--- src/rtl/ppc_pkg.sv ---
// Shared ppc core constants: instruction/fetch widths and the decode pop-count encoding.
// The fetch and decode stages use these as well as the instruction queue.
package ppc_pkg;

  localparam int INST_W  = 32;
  localparam int FETCH_W = 64;

  localparam logic [1:0] POP_NONE = 2'd0;
  localparam logic [1:0] POP_ONE  = 2'd1;
  localparam logic [1:0] POP_TWO  = 2'd2;

  // The illegal request 3 is served as a two-entry pop; the error flag is raised by the caller.
  function automatic logic [1:0] clampPop(input logic [1:0] req);
    return (req == 2'd3) ? POP_TWO : req;
  endfunction

endpackage

--- src/rtl/iq_storage.sv ---
// Instruction queue register array: one paired write (even/odd entry) per cycle, two async reads.
// Entries are deliberately left unreset; the owner qualifies reads with its own valid flags.
module iq_storage #(
  parameter int DEPTH = 64,
  parameter int IW    = 32,
  parameter int PW    = 6
) (
  input  logic            clk,
  input  logic            wrEn,
  input  logic [PW-2:0]   wrPair,
  input  logic [0:IW-1]   wrEven,
  input  logic [0:IW-1]   wrOdd,
  input  logic [PW-1:0]   rdAddr0,
  input  logic [PW-1:0]   rdAddr1,
  output logic [0:IW-1]   rdData0,
  output logic [0:IW-1]   rdData1
);

  logic [0:IW-1] mem [DEPTH];

  // Pushes always land on an even/odd pair, so the two write ports never collide.
  always_ff @(posedge clk) begin
    if (wrEn) begin
      mem[{wrPair, 1'b0}] <= wrEven;
      mem[{wrPair, 1'b1}] <= wrOdd;
    end
  end

  assign rdData0 = mem[rdAddr0];
  assign rdData1 = mem[rdAddr1];

endmodule

--- src/rtl/inst_fetch_queue.sv ---
// Circular instruction buffer between fetch (one 64-bit word per cycle) and dual-issue decode.
// Owns the pointers, occupancy, back-pressure, flush and sticky error flags.
module inst_fetch_queue
  import ppc_pkg::*;
#(
  parameter int DEPTH = 64,
  parameter int IW    = INST_W,
  parameter int PW    = 6
) (
  input  logic            clk,
  input  logic            rst,
  input  logic            flush,
  input  logic            push_valid,
  input  logic [0:2*IW-1] push_data,
  output logic            push_ready,
  output logic            head0_valid,
  output logic [0:IW-1]   head0_inst,
  output logic            head1_valid,
  output logic [0:IW-1]   head1_inst,
  input  logic [0:1]      pop_count,
  output logic [0:PW]     count,
  output logic            overflow_err,
  output logic            pop_err
);

  localparam logic [PW:0] PUSH_LIMIT = (PW+1)'(DEPTH - 2);

  logic [PW:0]   head;
  logic [PW:0]   tail;
  logic [PW:0]   occupancy;
  logic [PW:0]   popReq;
  logic [PW:0]   popEff;
  logic          pushAcc;
  logic          pushRefused;
  logic          popBad;
  logic [0:IW-1] rdData0;
  logic [0:IW-1] rdData1;

  // The extra wrap bit on each pointer makes tail - head the exact occupancy, full included.
  assign occupancy   = tail - head;
  assign push_ready  = (occupancy <= PUSH_LIMIT);
  assign pushAcc     = push_valid & push_ready & ~flush;
  assign pushRefused = push_valid & ~push_ready & ~flush;

  assign popReq = (PW+1)'(clampPop(pop_count));
  assign popEff = (popReq > occupancy) ? occupancy : popReq;
  assign popBad = ~flush & ((pop_count == 2'd3) | ((PW+1)'(pop_count) > occupancy));

  always_ff @(posedge clk or posedge rst) begin
    if (rst) begin
      head         <= '0;
      tail         <= '0;
      overflow_err <= 1'b0;
      pop_err      <= 1'b0;
    end else begin
      if (flush) begin
        head <= '0;
        tail <= '0;
      end else begin
        head <= head + popEff;
        if (pushAcc) tail <= tail + (PW+1)'(2);
      end
      if (pushRefused) overflow_err <= 1'b1;
      if (popBad)      pop_err      <= 1'b1;
    end
  end

  iq_storage #(
    .DEPTH (DEPTH),
    .IW    (IW),
    .PW    (PW)
  ) storage (
    .clk     (clk),
    .wrEn    (pushAcc),
    .wrPair  (tail[PW-1:1]),
    .wrEven  (push_data[0:IW-1]),
    .wrOdd   (push_data[IW:2*IW-1]),
    .rdAddr0 (head[PW-1:0]),
    .rdAddr1 (head[PW-1:0] + PW'(1)),
    .rdData0 (rdData0),
    .rdData1 (rdData1)
  );

  // Unwritten storage is never exposed: instruction outputs read as zero while invalid.
  assign count       = occupancy;
  assign head0_valid = (occupancy >= (PW+1)'(1));
  assign head1_valid = (occupancy >= (PW+1)'(2));
  assign head0_inst  = head0_valid ? rdData0 : '0;
  assign head1_inst  = head1_valid ? rdData1 : '0;

endmodule

--- config.mk ---
export PLATFORM = sky130hd
export DESIGN_NAME = inst_fetch_queue
export DESIGN_NICKNAME = d
export VERILOG_FILES = /design/src/rtl/ppc_pkg.sv /design/src/rtl/iq_storage.sv /design/src/rtl/inst_fetch_queue.sv
export SDC_FILE = /design/constraint.sdc
export NUM_CORES = 2
export LEC_CHECK = 0
export CAP_MARGIN = 20
export CORE_MARGIN = 3
export CORE_UTILIZATION = 53
export CTS_CLUSTER_DIAMETER = 80
export DETAILED_ROUTE_END_ITERATION = 8
export HOLD_SLACK_MARGIN = 0.02
export MAX_ROUTING_LAYER = met4
export PLACE_DENSITY = 0.83
export SYNTH_ARGS = -nofsm -noshare
export SYNTH_HDL_FRONTEND = slang
export SYNTH_SLANG_ARGS = --single-unit
export TNS_END_PERCENT = 10
--- constraint.sdc ---
create_clock -name clk -period 6.9 [get_ports clk]
set_input_delay 1.38 -clock clk [delete_from_list [all_inputs] [get_ports clk]]
set_output_delay 1.38 -clock clk [all_outputs]
set_load 0.02 [all_outputs]
## After elaboration in Yosys (flattened, before gate mapping)

Memory sizes are Yosys's and may differ from the RTL's.
Cells that the tools add are included.

| cells by class | value |
|---|---|
| reductions and logical operators | 1 |
| eq/ne operators | 1 |
| order comparisons | 5 |
| multiplexer cells | 9 |
| add/sub/neg operators | 4 |
| bitwise operators | 8 |

Operator list:

| kind | count |
|---|---|
| $mux W32 | 2 |
| $mux W7 | 4 |
| $gt A2 B7 Y1 | 2 |
| $add A7 B2 Y7 const B | 1 |
| $add A7 B7 Y7 | 1 |
| $ge A7 B1 Y1 const B | 1 |
| $ge A7 B2 Y1 const B | 1 |
| $le A7 B6 Y1 const B | 1 |
| $sub A7 B7 Y7 | 1 |
| $add A6 B1 Y6 const B | 1 |
| $and A1 B1 Y1 | 5 |
| $eq A2 B2 Y1 const B | 1 |
| $mux W1 | 2 |
| $mux W2 | 1 |
| $not A1 Y1 | 2 |
| $reduce_bool A2 Y1 | 1 |
| $or A1 B1 Y1 | 1 |

| word-level totals | value |
|---|---|
| logic and storage cells | 33 |
| bits in registers | 16 |
| RAM bits | 2048 |
| memories | 1 |
| input port bits | 70 |

Memory list:

| memory | words | width | rd ports | clocked after Yosys merged registers in | write ports | line | RTL |
|---|---|---|---|---|---|---|---|
| storage.mem | 64 | 32 | 2 | 0 | 2 | iq_storage.sv:19 | `logic [0:IW-1] mem [DEPTH];` |

## Longest topological paths before layout

| logic depth | value |
|---|---|
| depth in word-level cells | 6 |
| mapped depth | 22 |

## Hierarchy

Synthesis repeated with hierarchy kept, for this count alone.

| unflattened totals | value |
|---|---|
| cells, all modules | 4673 |
| area total of the unflattened synthesis | 95012.4 sq um |

By module, submodules not included:

| module | area each (sq um) | cells each | sequential area each (sq um) | instances |
|---|---|---|---|---|
| iq_storage | 93078.0 | 4430 | 61499.0 | 1 |
| inst_fetch_queue | 1934.4 | 243 | 375.4 | 1 |

## Least setup slack after synthesis

No wires, ideal clock.

| timing path | value |
|---|---|
| kind | register to register |
| start | reg head[0] |
| end | mem storage.mem[56][0] in the netlist's numbering (enable) |
| cell stages (with the launch flop) | 16 |
| required time | 6413 ps |
| arrival | 6471 ps |
| library setup time | 487 ps |
| path buffers | 7 |
| setup slack | -57 ps |
| path through | dfrtp_1 > clkbuf_1 > buf_2 > buf_2 > buf_2 > clkbuf_1 > buf_2 > inv_1 > fa_1 > a211oi_1 > nor2_1 > xnor2_1 > nand4_1 > clkbuf_1 > nand4_1 > nor2_1 |

RTL lines:

| what | line | RTL |
|---|---|---|
| from (decl) | inst_fetch_queue.sv:28 | `logic [PW:0] head;` |
| from (signal assigned) | inst_fetch_queue.sv:60 | `head <= head + popEff;` |
| to (decl) | iq_storage.sv:19 |  |

## Worst setup path in the final report

| timing path | value |
|---|---|
| start | reg head[1] |
| end | out head0_inst[27] in the netlist's numbering |

| on the way | value |
|---|---|
| word-level cells in the longest chain between the ends | 3 |
| elaborated cells on any way between the ends | 4 |

Ends and longest elaborated chain:

| what | line | RTL |
|---|---|---|
| $sub A7 B7 Y7 | inst_fetch_queue.sv:40 | `assign occupancy = tail - head;` |
| $ge A7 B1 Y1 | inst_fetch_queue.sv:86 | `assign head0_valid = (occupancy >= (PW+1)'(1));` |
| $mux W32 * | inst_fetch_queue.sv:88 | `assign head0_inst = head0_valid ? rdData0 : '0;` |
| to (decl) | inst_fetch_queue.sv:17 | `output logic [0:IW-1] head0_inst,` |

Every way passes the cells marked *; elsewhere a longest branch is shown, timed or not.

==> reports/metrics.yaml <==
outcome:
  outcome: "complete, no violations"
cts:
  cts_hold_buf: 0
  cts_post_setup_buffers_inserted: 0
  cts_tree: "done"
  numCtsBuffers: 192
  clk_latency_ns: 0.85
  root_buffer: "clkbuf_16"
  clock-sinks: 2063
  post_cts_resized: 0
  cts_buffer_depth: 3
  h-tree-depth: 4
  clk_pin_slew_ns: 0.07
routing:
  route.detailed.drc: 0
  final_antenna_net_count: 0
  wirelength_um: 298200
  vias: 60460
  detail_route.wl_per_cell_um: 38.43
  firstDrtPassIters: 7
  avgViaCountPerCell: 7.793
  drtIter0Drc: 11940
grt:
  antenna_found_initial: 31
  grt_max_degree: 164
  gr-usage-all-layers_pct: 32.30
  grt_pass1_vias: 60460
  globalRoute.busiestLayer: "met2"
  globalRouteMet1Util_pct: 38.75
  grt_remaining_overflow: 0
  use_met2_pct: 48.24
  use_met3_pct: 9.283
  grt_pass1_wl_um: 421000
synth:
  synth_edf_count: 2048
  synth_cell_types: 56
  yosysTopAreaCellShare_pct: 64.84
  synth_top_family_by_area: "multiplexers"
  yosysSeqAreaShare_pct: 65.24
  synth-adder-area-share_pct: 0.3324
  muxShareOfSynthArea_pct: 24.43
  synth.avg_cell_area_um2: 18.75
  synth_xor_area_share_pct: 0.1385
  post_synth_instance_area_um2: 94850
  synth_compound_gate_area_share_pct: 3.244
  yosysWarningCount: 0
  yosys_most_used_dff: "edfxtp_1"
  yosys.area.top_type: "edfxtp_1"
  synth-simple-area-share_pct: 4.824
  async_reset_ff_share_pct: 0.7271
  ys_seq_elements: 2063
  synthCells: 5059
  synth_area_leaders: "edfxtp_1 65%, mux4_2 24%, nand2_1 2.0%"
worst_setup_path:
  r2r_setup_slack_ns: 1.68
  crit_type: "reg -> out"
  path_buf_inv: 3
  cp-start-kind: "flop"
  worstSetupEndpointType: "output port"
  crit_family: "buffers and inverters"
  cp_slowest_cell: "nor3_1"
  path_cells: "buf_12 -> buf_12 -> mux4_2 -> a22oi_1 -> a21oi_1 -> nor3_1 -> nor3_1 -> clkdlybuf4s50_1"
  critPathRequiredTime_ns: 5.52
  path_max_fanout: 115
  slowest_delay_ns: 0.90
  worstPathArrival_ns: 5.40
sta:
  fin_crit_ns: 6.784
  finalMaxSlewViolations: 0
  timing.fmax_ghz: 0.1474
  rsz0062_at_grt: "false"
  whs_ns: 0.4618
  fin_worst_skew_ns: 0.03689
  finalCritPeriodShare_pct: 98.32
  setup_violations: 0
  max_slew_margin_pct: 6.713
  worst_pin_slew_ns: 1.399
  finalSetupTns_ns: 0
  timing_hold_violations_final: 0
die:
  fp.dieArea_um2: 184100
  die_w_um: 429.0
  start_util_pct: 53.56
  pin_count: 146
  fp-row-count: 154
  core_um2: 177100
  fp.dieH_um: 429.0
cells_and_area:
  syn_to_final_growth_pct: 13.81
  fin_cells: 7758
  drive_gt1_share_pct: 29.99
  fillCellCount: 11250
  nets: 5322
min_path:
  hold_path_class: "reg -> reg"
pwr:
  ir_drop_mv: 0.3874
  powerDensity_nw_per_um2: 342.0
  cellLeakagePower_nw: 32.93
placement:
  numPortBuffers: 145
  hpwl_um: 153600
  placedCellCount: 7309
  gp_congestion: 0.8684
flow_run:
  cap_violations: 0
## metal layers
layer,routed length (µm),up-vias
li1,-,21860
met1,89440,30210
met2,139300,6856
met3,45490,1538
met4,23960,0
met5,0,-
## through the flow
stage	setup WS [ns]	total power [mW]	cell area, µm²	util [%]
6_report	0.1156	36.91	107900	60.96
5_1_grt	0.02731	37.65	107900	60.96
4_1_cts	0.04487	36.35	106300	60.05
3_5_place_dp	1.057	25.51	99980	56.46
3_3_place_gp	0.9005	25.37	99920	56.43
2_1_floorplan	-0.05724	20.62	94860	-
## cell usage after synthesis (32+ instances only)
cell type  count
edfxtp_1    2048
mux4_2      1024
nand2_1      516
clkbuf_1     263
a22oi_1      256
nand3_1      256
a21oi_1      138
nor3_1        99
buf_1         93
nand4_1       70
nor2_1        58
buf_2         50
o22ai_1       32
## registers in the layout, indices dropped and copies added, names as in the netlist
name,count
storage.mem,2048
head,7
tail,6
pop_err,1
overflow_err,1
## power breakdown
group          switching [mW]  internal, mW
Combinational            7.53          4.44
Clock                    4.86          6.11
Sequential             0.0892          13.9
## layout by cell type (no fill, tap or decap), types with 6 or more instances in the layout
cell             Yosys  routed
inv_1               26      25
diode_2              0      30
clkdlybuf4s50_1      0     144
buf_16               0      30
buf_12               0      55
mux4_2            1024    1024
o22ai_1             32      32
nand2_1            516     516
nor2_4               0      36
a22oi_1            256     256
nand3_1            256     256
nand4_1             70      70
clkinv_1             0      27
nor3_1              99      95
clkbuf_16            0     213
clkinvlp_4           0      16
ha_1                22      21
clkbuf_1           263      35
bufinv_16            0      24
buf_8                0      12
inv_6                0       6
xnor2_1              9       8
mux2i_1              6       6
nor2_1              58      22
dfrtp_1             15      11
a21oi_1            138     138
edfxtp_1          2048    2048
clkinv_2             0      43
buf_4                1     117
## worst register-to-register path: stages, from the launching register on
cell and delay, ns:
dfrtp_4 0.58, inv_1 0.13, fa_1 0.45, a211oi_1 0.35
nor2_1 0.12, xnor2_1 0.19, nand4_1 0.45, nand4_1 0.86
nor2_4 1.19, buf_12 0.47
## path summary, 6_finish.rpt
check,start,end,depth (start not counted)
hold / removal,overflow_err$_DFFE_PP0P_,overflow_err$_DFFE_PP0P_,1
setup / recovery,head[1]$_DFF_PP0_,head0_inst[27],8
hold reg to reg,overflow_err$_DFFE_PP0P_,overflow_err$_DFFE_PP0P_,1
setup reg to reg,head[1]$_DFF_PP0_,storage.mem[6][6]$_DFFE_PP_,9
min in group asynchronous,rst,pop_err$_DFFE_PP0P_,2
max in group asynchronous,rst,head[4]$_DFF_PP0_,2
## area by class of cell
type | instances | area [µm²] | share of cell area [%]
diodes | 30 | 75.07 | 0.06955
well taps | 2340 | 2928 | 2.712
clock buffers | 231 | 5025 | 4.655
multi-input cells | 2566 | 31710 | 29.37
flip-flops and latches | 2063 | 61890 | 57.33
repair buffers | 377 | 4888 | 4.529
inverters | 28 | 108.9 | 0.1008
clock inverters | 123 | 1328 | 1.230
## cells by family (layout without fill, tap and decap cells)
kind of cell,Yosys count,count (layout)
compound gates,460,462
flops,2063,2063
other cells,1,34
simple gates,1027,1027
mux,1034,1034
fa+ha+maj,24,24
xor+xnor,15,15
buf+inv,435,759
Power figures use the tool's default switching activity.
